File: src/rtl/tx_fifo_pkg.sv
// Shared types and constants for the transmit block FIFO.
package tx_fifo_pkg;

    localparam int unsigned WORD_W    = 32;
    localparam int unsigned SIDES     = 4;
    localparam int unsigned BLOCK_W   = 128;
    localparam logic [1:0]  LAST_SIDE = 2'b11;

    typedef logic [BLOCK_W-1:0] tx_block_t;
    typedef logic [WORD_W-1:0]  tx_word_t;

    // Select one 32-bit side of a block; side 0 is the least significant word.
    function automatic tx_word_t side_word(tx_block_t blk, logic [1:0] side);
        tx_word_t w;
        unique case (side)
            2'd0:    w = blk[0*WORD_W +: WORD_W];
            2'd1:    w = blk[1*WORD_W +: WORD_W];
            2'd2:    w = blk[2*WORD_W +: WORD_W];
            default: w = blk[3*WORD_W +: WORD_W];
        endcase
        return w;
    endfunction

endpackage

File: src/rtl/tx_fifo_ctrl_if.sv
// Handshake bundle between the transmit block FIFO and its surroundings.
// Optional macro: TX_FIFO_OVF_FLAG_EN adds the sticky ovf flag.
interface tx_fifo_ctrl_if;
    import tx_fifo_pkg::*;

    logic      wr_en;
    tx_block_t wr_data;
    logic      full;
    logic      empty;
    logic      rd_ready;
    logic      rd_valid;
    tx_word_t  rd_data;
    logic [1:0] head_side;
    logic      count_en1;
`ifdef TX_FIFO_OVF_FLAG_EN
    logic      ovf;
`endif

    // FIFO side
    modport slave (
        input  wr_en, wr_data, rd_ready, head_side,
`ifdef TX_FIFO_OVF_FLAG_EN
        output ovf,
`endif
        output full, empty, rd_valid, rd_data, count_en1
    );

    // Producer / consumer / side-counter side
    modport master (
        output wr_en, wr_data, rd_ready, head_side,
`ifdef TX_FIFO_OVF_FLAG_EN
        input  ovf,
`endif
        input  full, empty, rd_valid, rd_data, count_en1
    );

endinterface

File: src/rtl/tx_fifo_mem.sv
// Register array for the transmit FIFO: one write port, one full-block read port.
// Contents are deliberately not reset; the control logic never exposes stale entries.
module tx_fifo_mem
    import tx_fifo_pkg::*;
#(
    parameter  int unsigned DEPTH = 4,
    localparam int unsigned PTR_W = $clog2(DEPTH)
) (
    input  logic             clk,
    input  logic             we,
    input  logic [PTR_W-1:0] waddr,
    input  tx_block_t        wdata,
    input  logic [PTR_W-1:0] raddr,
    output tx_block_t        rdata
);

    tx_block_t mem [DEPTH];

    // Store the incoming block on an accepted write.
    always_ff @(posedge clk) begin
        if (we) begin
            mem[waddr] <= wdata;
        end
    end

    // Asynchronous read of the head entry.
    always_comb begin
        rdata = mem[raddr];
    end

endmodule

File: src/rtl/tx_fifo_ctrl.sv
// Transmit block FIFO: buffers 128-bit blocks and emits them as four 32-bit sides,
// driving the external side counter through count_en1 and reading back head_side.
// Optional macro: TX_FIFO_OVF_FLAG_EN adds a sticky overflow flag on bus.ovf.
module tx_fifo_ctrl
    import tx_fifo_pkg::*;
#(
    parameter  int unsigned DEPTH = 4,
    localparam int unsigned PTR_W = $clog2(DEPTH)
) (
    input  logic           clk,
    input  logic           n_rst,
    tx_fifo_ctrl_if.slave  bus
);

    localparam logic [PTR_W:0]   COUNT_MAX = (PTR_W + 1)'(DEPTH);
    localparam logic [PTR_W-1:0] PTR_ONE   = PTR_W'(1);
    localparam logic [PTR_W:0]   COUNT_ONE = (PTR_W + 1)'(1);

    logic [PTR_W-1:0] wr_ptr_q, wr_ptr_d;
    logic [PTR_W-1:0] rd_ptr_q, rd_ptr_d;
    logic [PTR_W:0]   count_q, count_d;

    logic      full, empty;
    logic      wr_fire, accepted, retire;
    tx_block_t head_block;

    tx_fifo_mem #(
        .DEPTH (DEPTH)
    ) u_mem (
        .clk   (clk),
        .we    (wr_fire),
        .waddr (wr_ptr_q),
        .wdata (bus.wr_data),
        .raddr (rd_ptr_q),
        .rdata (head_block)
    );

    // Flags and handshake decode; full uses the pre-edge count so a same-cycle
    // retire never frees room for the write.
    always_comb begin
        full     = (count_q == COUNT_MAX);
        empty    = (count_q == '0);
        wr_fire  = bus.wr_en && !full;
        accepted = !empty && bus.rd_ready;
        retire   = accepted && (bus.head_side == LAST_SIDE);
    end

    // Output drive; rd_data is forced to zero while nothing is resident.
    always_comb begin
        bus.full      = full;
        bus.empty     = empty;
        bus.rd_valid  = !empty;
        bus.count_en1 = accepted;
        bus.rd_data   = empty ? '0 : side_word(head_block, bus.head_side);
    end

    // Pointer and occupancy next-state.
    always_comb begin
        wr_ptr_d = wr_ptr_q;
        rd_ptr_d = rd_ptr_q;
        count_d  = count_q;
        if (wr_fire) begin
            wr_ptr_d = wr_ptr_q + PTR_ONE;
        end
        if (retire) begin
            rd_ptr_d = rd_ptr_q + PTR_ONE;
        end
        unique case ({wr_fire, retire})
            2'b10:   count_d = count_q + COUNT_ONE;
            2'b01:   count_d = count_q - COUNT_ONE;
            default: count_d = count_q;
        endcase
    end

    // Pointer and occupancy registers.
    always_ff @(posedge clk or negedge n_rst) begin
        if (!n_rst) begin
            wr_ptr_q <= '0;
            rd_ptr_q <= '0;
            count_q  <= '0;
        end else begin
            wr_ptr_q <= wr_ptr_d;
            rd_ptr_q <= rd_ptr_d;
            count_q  <= count_d;
        end
    end

`ifdef TX_FIFO_OVF_FLAG_EN
    logic ovf_q;

    // Sticky overflow: any push attempt while full sets it until reset.
    always_ff @(posedge clk or negedge n_rst) begin
        if (!n_rst) begin
            ovf_q <= 1'b0;
        end else if (bus.wr_en && full) begin
            ovf_q <= 1'b1;
        end
    end

    // Expose the overflow flag.
    always_comb begin
        bus.ovf = ovf_q;
    end
`endif

endmodule

File: src/flat_wrapper.sv
// flat-port wrapper written by rule: the top's interface ports become plain ports
module tx_fifo_ctrl_flat import tx_fifo_pkg::*;
#(
    parameter  int unsigned DEPTH = 4,
    localparam int unsigned PTR_W = $clog2(DEPTH)
)
  (clk, n_rst, bus_wr_en, bus_wr_data, bus_rd_ready, bus_head_side, bus_full, bus_empty, bus_rd_valid, bus_rd_data, bus_count_en1);
  tx_fifo_ctrl_if bus_i ();
  input  logic clk;
  input  logic n_rst;
  input wire logic [$bits(bus_i.wr_en)-1:0] bus_wr_en;
  input wire logic [$bits(bus_i.wr_data)-1:0] bus_wr_data;
  input wire logic [$bits(bus_i.rd_ready)-1:0] bus_rd_ready;
  input wire logic [$bits(bus_i.head_side)-1:0] bus_head_side;
  output wire logic [$bits(bus_i.full)-1:0] bus_full;
  output wire logic [$bits(bus_i.empty)-1:0] bus_empty;
  output wire logic [$bits(bus_i.rd_valid)-1:0] bus_rd_valid;
  output wire logic [$bits(bus_i.rd_data)-1:0] bus_rd_data;
  output wire logic [$bits(bus_i.count_en1)-1:0] bus_count_en1;
  assign bus_i.wr_en = bus_wr_en;
  assign bus_i.wr_data = bus_wr_data;
  assign bus_i.rd_ready = bus_rd_ready;
  assign bus_i.head_side = bus_head_side;
  assign bus_full = bus_i.full;
  assign bus_empty = bus_i.empty;
  assign bus_rd_valid = bus_i.rd_valid;
  assign bus_rd_data = bus_i.rd_data;
  assign bus_count_en1 = bus_i.count_en1;
  tx_fifo_ctrl #(.DEPTH(DEPTH)) u_core (.clk(clk), .n_rst(n_rst), .bus(bus_i));
endmodule
File: config.mk
export PLATFORM = sky130hd
export DESIGN_NAME = tx_fifo_ctrl_flat
export DESIGN_NICKNAME = d
export VERILOG_FILES = /design/src/rtl/tx_fifo_pkg.sv /design/src/rtl/tx_fifo_ctrl_if.sv /design/src/rtl/tx_fifo_mem.sv /design/src/rtl/tx_fifo_ctrl.sv /design/src/flat_wrapper.sv
export SDC_FILE = /design/constraint.sdc
export NUM_CORES = 1
export LEC_CHECK = 0
export CORE_UTILIZATION = 54
export CTS_BUF_LIST = sky130_fd_sc_hd__clkbuf_4 sky130_fd_sc_hd__clkbuf_8
export DETAILED_ROUTE_END_ITERATION = 16
export PLACE_DENSITY = 0.75
export REMOVE_ABC_BUFFERS = 1
export SYNTH_ARGS = -nofsm -noshare
export SYNTH_HDL_FRONTEND = slang
export SYNTH_HIERARCHICAL = 1
export SYNTH_SLANG_ARGS = --single-unit
File: constraint.sdc
create_clock -name clk -period 17 [get_ports clk]
set_clock_uncertainty 0.15 [all_clocks]
set_input_delay 3.4 -clock clk [delete_from_list [all_inputs] [get_ports clk]]
set_output_delay 3.4 -clock clk [all_outputs]
set_load 0.01 [all_outputs]
==> impl_metrics.toml <==
[run_status]
status = "finished, final reports clean"

[sta]
relSlewSlack = 0.226
fmax_mhz = 111
setup_viol = 0
period_share = 0.528
fin_tns_setup_ns = 0
rsz0062_at_grt = "no"
setup_ws_ns = 8.03
tightest_slew_ns = 1.16
finalMaxSlewViolations = 0
hold_viol = 0
fin_crit_ns = 8.97

[power_and_ir_drop]
fin_total_pwr_uw = 3850
p_leak_uw = 0.00751
powerDensity_nw_per_um2 = 164
ir_worst_vdd_mv = 0.0997

[worst_setup_path]
crit_chain = "buf_2, buf_4, mux4_1, and2_1, clkdlybuf4s50_1"
cp.arrival_ns = 5.42
required_ns = 13.45
crit_fanout = 33
cp-end-kind = "output port"
critPathMaxStageDelay_ns = 0.65
critPathLaunchType = "input port"
criticalPathCategory = "input port to output port"
cp_slowest_cell = "mux4_1"

[finish]
drive_above_1_share = 0.289
ff_latch_area_um2 = 15600
nets = 1140
mostFrequentLayoutCells = "512 x edfxtp_1, 167 x clkdlybuf4s50_1, 157 x mux4_2, 83 x clkbuf_8, 38 x clkbuf_4"
multi_input_area_um2 = 4030
final_common_cell = "edfxtp_1"
fillCellCount = 2400
area_growth_pct = 17.4

[placed_design]
hpwl_mm = 20.3
dpl_worst_slack_ns = 7.99
gp_congestion = 0.716
port_buffers = 169

[global_route]
antenna_found_initial = 1
grt_first_pass_wirelength_mm = 55.5
grt_pass1_vias = 9333
grt_util_all_layers = 0.198
overflow = 0
grt_max_degree = 72

[synthesis]
synthesis.area_um2 = 20000
synth-seq-cells = 519
synth-warning-count = 6
avgSynthCellArea_um2 = 25.7
synth_cell_types = 25
yosysSeqAreaShare = 0.778
netlist_instances = 779

[clock_network]
cts_tree = "yes"
cts_setup_buffers = 0
post_cts_resized = 0
cts_sinks = 519
cts_buffer_depth = 3
cts_root_buffer = "clkbuf_8"
htree_levels = 3
postCtsHoldBufs = 0
cts_buffers = 81
clk_pin_slew_ns = 0.06
clock_latency_ns = 0.61

[route]
ant_nets = 0
num_vias = 8818
first_iter_violations = 515
drc = 0
wl_per_cell_um = 23.7
first_pass_iters = 5
via_per_inst = 5.78
drt-total-wl_mm = 36.2

[die]
io_pins = 170
dieHeight_um = 194
dieArea_um2 = 37800
coreArea_um2 = 36500
fp.dieW_um = 194
rows = 70
start_util = 0.547

[flow_run]
max_cap_violations = 0

[min_path]
hold_path_class = "register to register"
==> cell type report <==
| cell class | count | share of cell area |
|---|---|---|
| antenna | 1 | 0.000107 |
| clock buffer | 121 | 0.0608 |
| clock inverter | 14 | 0.00394 |
| inverter | 5 | 0.000799 |
| multi-input combinational | 216 | 0.171 |
| sequential | 519 | 0.663 |
| tap | 468 | 0.0249 |
| timing repair buffer | 181 | 0.0755 |
==> worst max-delay path, delay by kind of cell <==
kind	cells	cell delay, ns
and+or+nand+nor	1	0.17
muxes	1	0.65
buffers and inverters	3	1.15
==> layer usage <==
layer  GRT usage  wire length, um  share of wire  vias to the layer above
li1            -                -              -                     3820
met1       0.270            15000           0.41                     4640
met2       0.313            18000           0.50                      300
met3      0.0500             2560          0.071                       56
met4      0.0697              669          0.018                        2
met5           0               13        0.00036                        -
==> flip-flops by register name, indices dropped and copies added (netlist names) <==
register / cells
u_core/u_mem/mem: 512
u_core/count_q: 3
u_core/rd_ptr_q: 2
u_core/wr_ptr_q: 2
==> final timing paths <==
check	from	end	slack [ns]	cells after the start
worst max-delay path	bus_head_side[0]	bus_rd_data[0]	8.03	5
worst min-delay path	u_core/count_q[2]$_DFFE_PN0P_	u_core/count_q[2]$_DFFE_PN0P_	0.35	1
max in group asynchronous	n_rst	u_core/rd_ptr_q[0]$_DFFE_PN0P_	13.52	1
min in group asynchronous	n_rst	u_core/count_q[0]$_DFFE_PN0P_	2.90	1
worst max register to register	u_core/count_q[2]$_DFFE_PN0P_	u_core/u_mem/mem[0][78]$_DFFE_PP_	12.89	6
worst min register to register	u_core/count_q[2]$_DFFE_PN0P_	u_core/count_q[2]$_DFFE_PN0P_	0.35	1
==> per-stage QoR <==
| step | instance area (um^2) | hold WS (ns) | utilization | instances |
|---|---|---|---|---|
| finish | 23500 | 0.353 | 0.643 | 1525 |
| global route | 23500 | 0.386 | 0.643 | 1524 |
| CTS | 23500 | 0.355 | 0.643 | 1524 |
| detailed placement | 22000 | 0.347 | 0.601 | 1389 |
| global placement | 22000 | 0.342 | 0.601 | 1389 |
| floorplan | 19600 | 0.324 | - | 740 |
==> Yosys cell counts <==
master    instances  area, um^2
edfxtp_1        512       15400
mux4_2          157        3540
and2_1           33         206
buf_2            15        75.1
buf_12           13         260
dfrtp_1           7         175
buf_6             5        56.3
inv_1             5        18.8
xor2_1            5        43.8
clkbuf_1          4        15.0
mux4_1            3        78.8
nor2_1            3        11.3
nor3b_1           3        22.5
and3b_1           2        17.5
xnor2_1           2        17.5
and3_1            1        6.26
buf_4             1        7.51
clkbuf_2          1        5.00
fa_1              1        20.0
ha_1              1        12.5
mux2i_1           1        10.0
nand2_1           1        3.75
nand2b_1          1        6.26
nand3_1           1        5.00
nor3_2            1        10.0
==> cells by family (layout without fill, tap and decap cells) <==
kind of cell	Yosys count	after routing	share of synthesized area
buffers and inverters	44	321	0.0219
adders and majority gates	2	2	0.00163
other	0	1	0
xor gates and xnor gates	7	7	0.00307
and+or+nand+nor	46	46	0.0145
DFF	519	519	0.778
muxes	161	161	0.181
==> report_power, final <==
| group | leakage [uW] | switching (uW) | internal (uW) |
|---|---|---|---|
| Sequential | 0.00477 | 119 | 1690 |
| Clock | 0.000819 | 443 | 548 |
| Combinational | 0.00192 | 469 | 580 |
| Total | 0.00751 | 1030 | 2820 |
No activity file was read; power rests on OpenSTA's default activity.
